[src/rtl/fifo_stream_reader.sv]
// FIFO read-side drain engine: turns a 1-cycle-latency FIFO read port into a framed valid/ready stream.
// Optional completed-packet counter enabled by defining FIFO_READER_PKTCNT_EN.
module fifo_stream_reader #(
    parameter int DATA_WIDTH = 16,
    parameter int LEN_WIDTH  = 8
) (
    input  logic                  clk,
    input  logic                  rst,
    input  logic                  fifo_empty,
    output logic                  fifo_rd_en,
    input  logic [DATA_WIDTH-1:0] fifo_rd_data,
    output logic                  m_valid,
    input  logic                  m_ready,
    output logic [DATA_WIDTH-1:0] m_data,
    output logic                  m_sop,
    output logic                  m_eop
`ifdef FIFO_READER_PKTCNT_EN
    ,
    output logic [15:0]           pkt_cnt
`endif
);

    typedef enum logic {
        S_HDR,
        S_BODY
    } state_t;

    state_t                 state, state_next;
    logic [LEN_WIDTH-1:0]   remain, remain_next;
    logic [DATA_WIDTH-1:0]  head, tail, head_next, tail_next;
    logic [1:0]             occ, occ_next;
    logic                   inflight;
    logic                   hs;
    logic [DATA_WIDTH-1:0]  front;
    logic [2:0]             outstanding;
    logic [LEN_WIDTH-1:0]   len;

    // The word arriving from the FIFO bypasses the empty buffer so a read in cycle t is visible in t+1.
    assign m_valid     = (occ != 2'd0) | inflight;
    assign front       = (occ != 2'd0) ? head : fifo_rd_data;
    assign m_data      = m_valid ? front : '0;
    assign hs          = m_valid & m_ready;
    assign len         = front[LEN_WIDTH-1:0];
    assign outstanding = {1'b0, occ} + {2'b00, inflight} - {2'b00, hs};
    assign fifo_rd_en  = ~rst & ~fifo_empty & (outstanding < 3'd2);

    // Buffer update: the words visible this cycle are head, then tail / returning FIFO data.
    always_comb begin
        // NOTE: every combinational output gets a default first, so no path can infer a latch.
        head_next = head;
        tail_next = tail;
        occ_next  = outstanding[1:0];
        case (occ)
            2'd0: if (inflight && !hs) head_next = fifo_rd_data;
            2'd1: begin
                if (inflight) begin
                    if (hs) head_next = fifo_rd_data;
                    else    tail_next = fifo_rd_data;
                end
            end
            2'd2: if (hs) head_next = tail;
            default: ;
        endcase
    end

    // Framing decode; only a handshake advances it, so stalls hold state indefinitely.
    always_comb begin
        state_next  = state;
        remain_next = remain;
        m_sop       = 1'b0;
        m_eop       = 1'b0;
        case (state)
            S_HDR: begin
                m_sop = m_valid;
                m_eop = m_valid & (len == '0);
                if (hs && len != '0) begin
                    state_next  = S_BODY;
                    remain_next = len;
                end
            end
            S_BODY: begin
                m_eop = m_valid & (remain == LEN_WIDTH'(1));
                if (hs) begin
                    if (remain == LEN_WIDTH'(1)) state_next  = S_HDR;
                    else                         remain_next = remain - LEN_WIDTH'(1);
                end
            end
            default: state_next = S_HDR;
        endcase
    end

    // NOTE: sequential state uses non-blocking assignments so every register samples pre-edge values.
    always_ff @(posedge clk or posedge rst) begin
        if (rst) begin
            state    <= S_HDR;
            remain   <= '0;
            occ      <= 2'd0;
            inflight <= 1'b0;
            // NOTE: the two data registers are reset too; it is cheap here and keeps m_data defined.
            head     <= '0;
            tail     <= '0;
        end else begin
            state    <= state_next;
            remain   <= remain_next;
            occ      <= occ_next;
            inflight <= fifo_rd_en;
            head     <= head_next;
            tail     <= tail_next;
        end
    end

`ifdef FIFO_READER_PKTCNT_EN
    always_ff @(posedge clk or posedge rst) begin
        if (rst)              pkt_cnt <= 16'd0;
        else if (hs && m_eop) pkt_cnt <= pkt_cnt + 16'd1;
    end
`endif

endmodule

[config.mk]
export PLATFORM = sky130hd
export DESIGN_NAME = fifo_stream_reader
export DESIGN_NICKNAME = d
export VERILOG_FILES = /design/src/rtl/fifo_stream_reader.sv
export SDC_FILE = /design/constraint.sdc
export NUM_CORES = 1
export LEC_CHECK = 0
export BUFFER_PORTS_ARGS = -buffer_cell sky130_fd_sc_hd__buf_2
export CAP_MARGIN = 0
export CORE_MARGIN = 4
export CORE_UTILIZATION = 30
export DETAILED_ROUTE_END_ITERATION = 12
export GPL_TIMING_DRIVEN = 0
export SLEW_MARGIN = 30
export SYNTH_ARGS = -nofsm -noshare
export SYNTH_HDL_FRONTEND = slang
export SYNTH_SLANG_ARGS = --single-unit
[constraint.sdc]
create_clock -name clk -period 2.6 [get_ports clk]
set_clock_uncertainty 0.15 [all_clocks]
set_input_delay 0 -clock clk [delete_from_list [all_inputs] [get_ports clk]]
set_output_delay 0 -clock clk [all_outputs]
set_load 0.05 [all_outputs]
==> impl_metrics.py <==
metrics = {
    "outcome": {
        "status": "completed",
    },
    "synthesis": {
        "synth_seq_cells": 44,
        "yosysUniqueCellTypes": 47,
        "syn-num-nets": 255,
        "synth_edf_count": 0,
        "synth_flop_cell": "dfrtp_1",
        "yosysSeqAreaShare_pct": 42.3,
        "async_flop_share_pct": 100,
        "synthesis.instances": 231,
        "ys_warn_count": 0,
        "synth.avg_cell_area_um2": 11.3,
        "syn_area_um2": 2600,
    },
    "final_layout": {
        "syn_to_final_growth_pct": 27.1,
        "layout_commonest_cell": "mux2_2",
        "final_nets": 322,
        "insertedDiodeCount": 0,
        "final_cell_mix": "mux2_2 (53), dfrtp_1 (43), buf_2 (40), nand2_1 (23), dlygate4sd3_1 (18)",
        "num-fill-cells": 841,
        "drive_gt1_share_pct": 42.5,
    },
    "pwr": {
        "total_power_uw": 4380,
        "switchingPower_uw": 2030,
        "power_frac_clock_pct": 13.0,
        "ir_drop_v": 0.000805,
        "p_sw_share_pct": 46.3,
        "p_comb_share_pct": 59.0,
        "p_int_uw": 2350,
        "p_leak_uw": 0.00153,
        "p_per_area_nw_per_um2": 1320,
        "seqPwrFrac_pct": 28.0,
    },
    "route": {
        "ant_nets": 0,
        "firstDrtPassIters": 4,
        "drc_errors": 0,
        "wl_per_cell_um": 15.8,
        "drt_iter0_markers": 71,
        "wl_um": 6370,
        "num_vias": 2030,
        "viasPerCell": 5.02,
    },
    "min_path": {
        "whs_endpoint": "remain[2]$_DFFE_PP0P_",
        "hp-class": "input pin to register",
        "hp-start": "m_ready",
        "whs_path_depth": 4,
    },
    "timing": {
        "period_share_pct": 99.3,
        "finalHoldViolations": 0,
        "setup_viol_count_final": 0,
        "max_freq_mhz": 387,
        "rsz0062_at_grt": "true",
        "fin_crit_ns": 2.58,
        "worst_slew_pin_slew_ns": 0.546,
        "whs_ns": 0.0690,
        "drv_slew": 0,
        "max_slew_margin_pct": 63.6,
    },
    "setup_path": {
        "reg2reg_to": "inflight$_DFF_PP0_",
        "path_buf_inv": 2,
        "cp.arrival_ns": 2.43,
        "slowest_delay_ns": 0.45,
        "path_class": "register to output port",
        "reg2regPathDepth": 8,
        "cp.required_ns": 2.45,
        "r2r_slack_ns": 0.30,
        "cpMostUsedCell": "buf_6",
        "r2r-start": "occ[1]$_DFF_PP0_",
        "crit_chain": "buf_6, o31ai_4, or2_4, nand2_2, ha_2, fa_2, nor4_4, buf_6",
        "cp_slowest_cell": "fa_2",
        "cp-end-kind": "output port",
        "cp-start-kind": "register",
        "crit_fanout": 10,
        "cp_top_family": "adder cells",
    },
    "floorplan": {
        "die_w_um": 101,
        "num_rows": 33,
        "die-area_um2": 10200,
        "initial_core_util_pct": 31.2,
        "coreArea_um2": 8340,
        "io_pins": 40,
        "die_h_um": 101,
    },
    "job": {
        "maxCapViolations": 0,
    },
    "global_route": {
        "grt_util_all_layers_pct": 13.4,
        "grt-ovfl-total": 0,
        "grt_pass1_vias": 2114,
        "grt_pass1_wl_um": 10900,
        "antenna_found_initial": 0,
        "grt_max_degree": 45,
    },
    "placed_design": {
        "port_buffers": 39,
        "hpwlAfterDp_um": 4560,
        "gp_congestion": 0.841,
    },
    "clock_network": {
        "numCtsBuffers": 5,
        "cts_htree_levels": 2,
        "clkSlewWorstSetupHoldPaths_ns": 0.08,
        "clock_latency_ns": 0.31,
        "cts_buffer_depth": 2,
        "cts-root-buf": "clkbuf_8",
        "clock-sinks": 44,
        "cts_tree": "built",
    },
}
## layer usage
layer  part of all wire [%]  GRT usage, %  vias up
met5                      0             0        -
met4                   0.86          3.58        0
met3                    4.1          3.17        6
met2                     46          21.1       37
met1                     49          18.5     1001
li1                       -             -      986
## metrics by stage
step           area (um^2)  util [%]  std cells  TNS, ns  setup WS (ns)
2_1_floorplan         2640         -        231   -0.197         -0.194
3_3_place_gp          2970      35.6        375   -0.107         -0.107
3_5_place_dp          2970      35.6        375   -0.158         -0.158
4_1_cts               3310      39.6        404        0        0.00544
5_1_grt               3310      39.7        404  -0.0919        -0.0919
6_report              3310      39.7        404        0         0.0180
## synthesized netlist by cell type, types with 2 or more instances
library cell	n	area [um^2]
mux2_2	53	597
dfrtp_1	44	1100
nand2_1	24	90.1
nand3_1	12	60.1
inv_1	6	22.5
mux2i_1	6	60.1
a22o_1	5	43.8
buf_4	5	37.5
clkbuf_1	5	18.8
nor4_1	5	31.3
o21ai_0	5	25.0
a211oi_1	4	30.0
a31oi_1	4	25.0
nor2_1	4	15.0
ha_1	3	37.5
nand4_1	3	18.8
o21a_1	3	22.5
a211o_1	2	17.5
a21o_1	2	15.0
buf_2	2	10.0
buf_6	2	22.5
nand2b_1	2	12.5
nor3_1	2	10.0
o31ai_1	2	15.0
or4_1	2	15.0
xnor2_1	2	17.5
xor2_1	2	17.5
## flip-flops by register name (all words and copies together) (netlist names)
name and cells:
inflight 1, remain 8, tail 16, occ 2
head 16, state 1
## what timing repair did
item | CTS | global route
hold buffers | 18 | 0
endpoints found under the hold margin | 77 | 0
setup buffers | 3 | 0
resized for setup | 6 | 2
pin swaps | 3 | 0
setup endpoints to repair | 1 | 1
## power by group through the flow
stage	Clock, uW	Combinational [uW]	Sequential, uW
finish	569	2580	1230
global route	616	2790	1280
CTS	582	2600	1230
detailed placement	0	2530	1240
global placement	0	2500	1220
floorplan	0	2040	1170
## worst register-to-register path, stage by stage, from the launching register on
cell and delay [ns]:
dfrtp_1 0.40, buf_6 0.15, o31ai_4 0.26, or2_4 0.18
nand2_2 0.05, ha_2 0.18, fa_2 0.45, nor4_4 0.26
buf_4 0.16
## worst max path at each step
stage	start	end	depth (start not counted)
floorplan	occ[0]$_DFF_PP0_	inflight$_DFF_PP0_	7
finish	occ[1]$_DFF_PP0_	fifo_rd_en	8
detailed placement	inflight$_DFF_PP0_	fifo_rd_en	7
CTS	inflight$_DFF_PP0_	fifo_rd_en	7
global placement	inflight$_DFF_PP0_	fifo_rd_en	7
global route	occ[1]$_DFF_PP0_	fifo_rd_en	8
## cell families (layout without fill, tap and decap cells)
family	Yosys count	count (layout)	synth area share (%)
AND/OR/NAND/NOR	66	66	13.9
multiplexers	60	60	25.7
flip-flops	44	44	42.3
AO/OA/AOI/OAI	33	33	10.3
buffers and inverters	20	88	4.28
adder cells (fa/ha/maj)	4	4	2.21
XOR/XNOR	4	4	1.35
## cell type report
cell class	count	area, um^2	share of cell area [%]
Clock buffer	6	82.6	2.50
Buffer	14	100	3.02
Sequential cell	44	1100	33.3
Clock inverter	2	38.8	1.17
Inverter	6	25.0	0.756
Multi-Input combinational cell	167	1430	43.1
Timing Repair Buffer	60	404	12.2
Tap cell	105	131	3.97
Power figures use the tool's default switching activity.
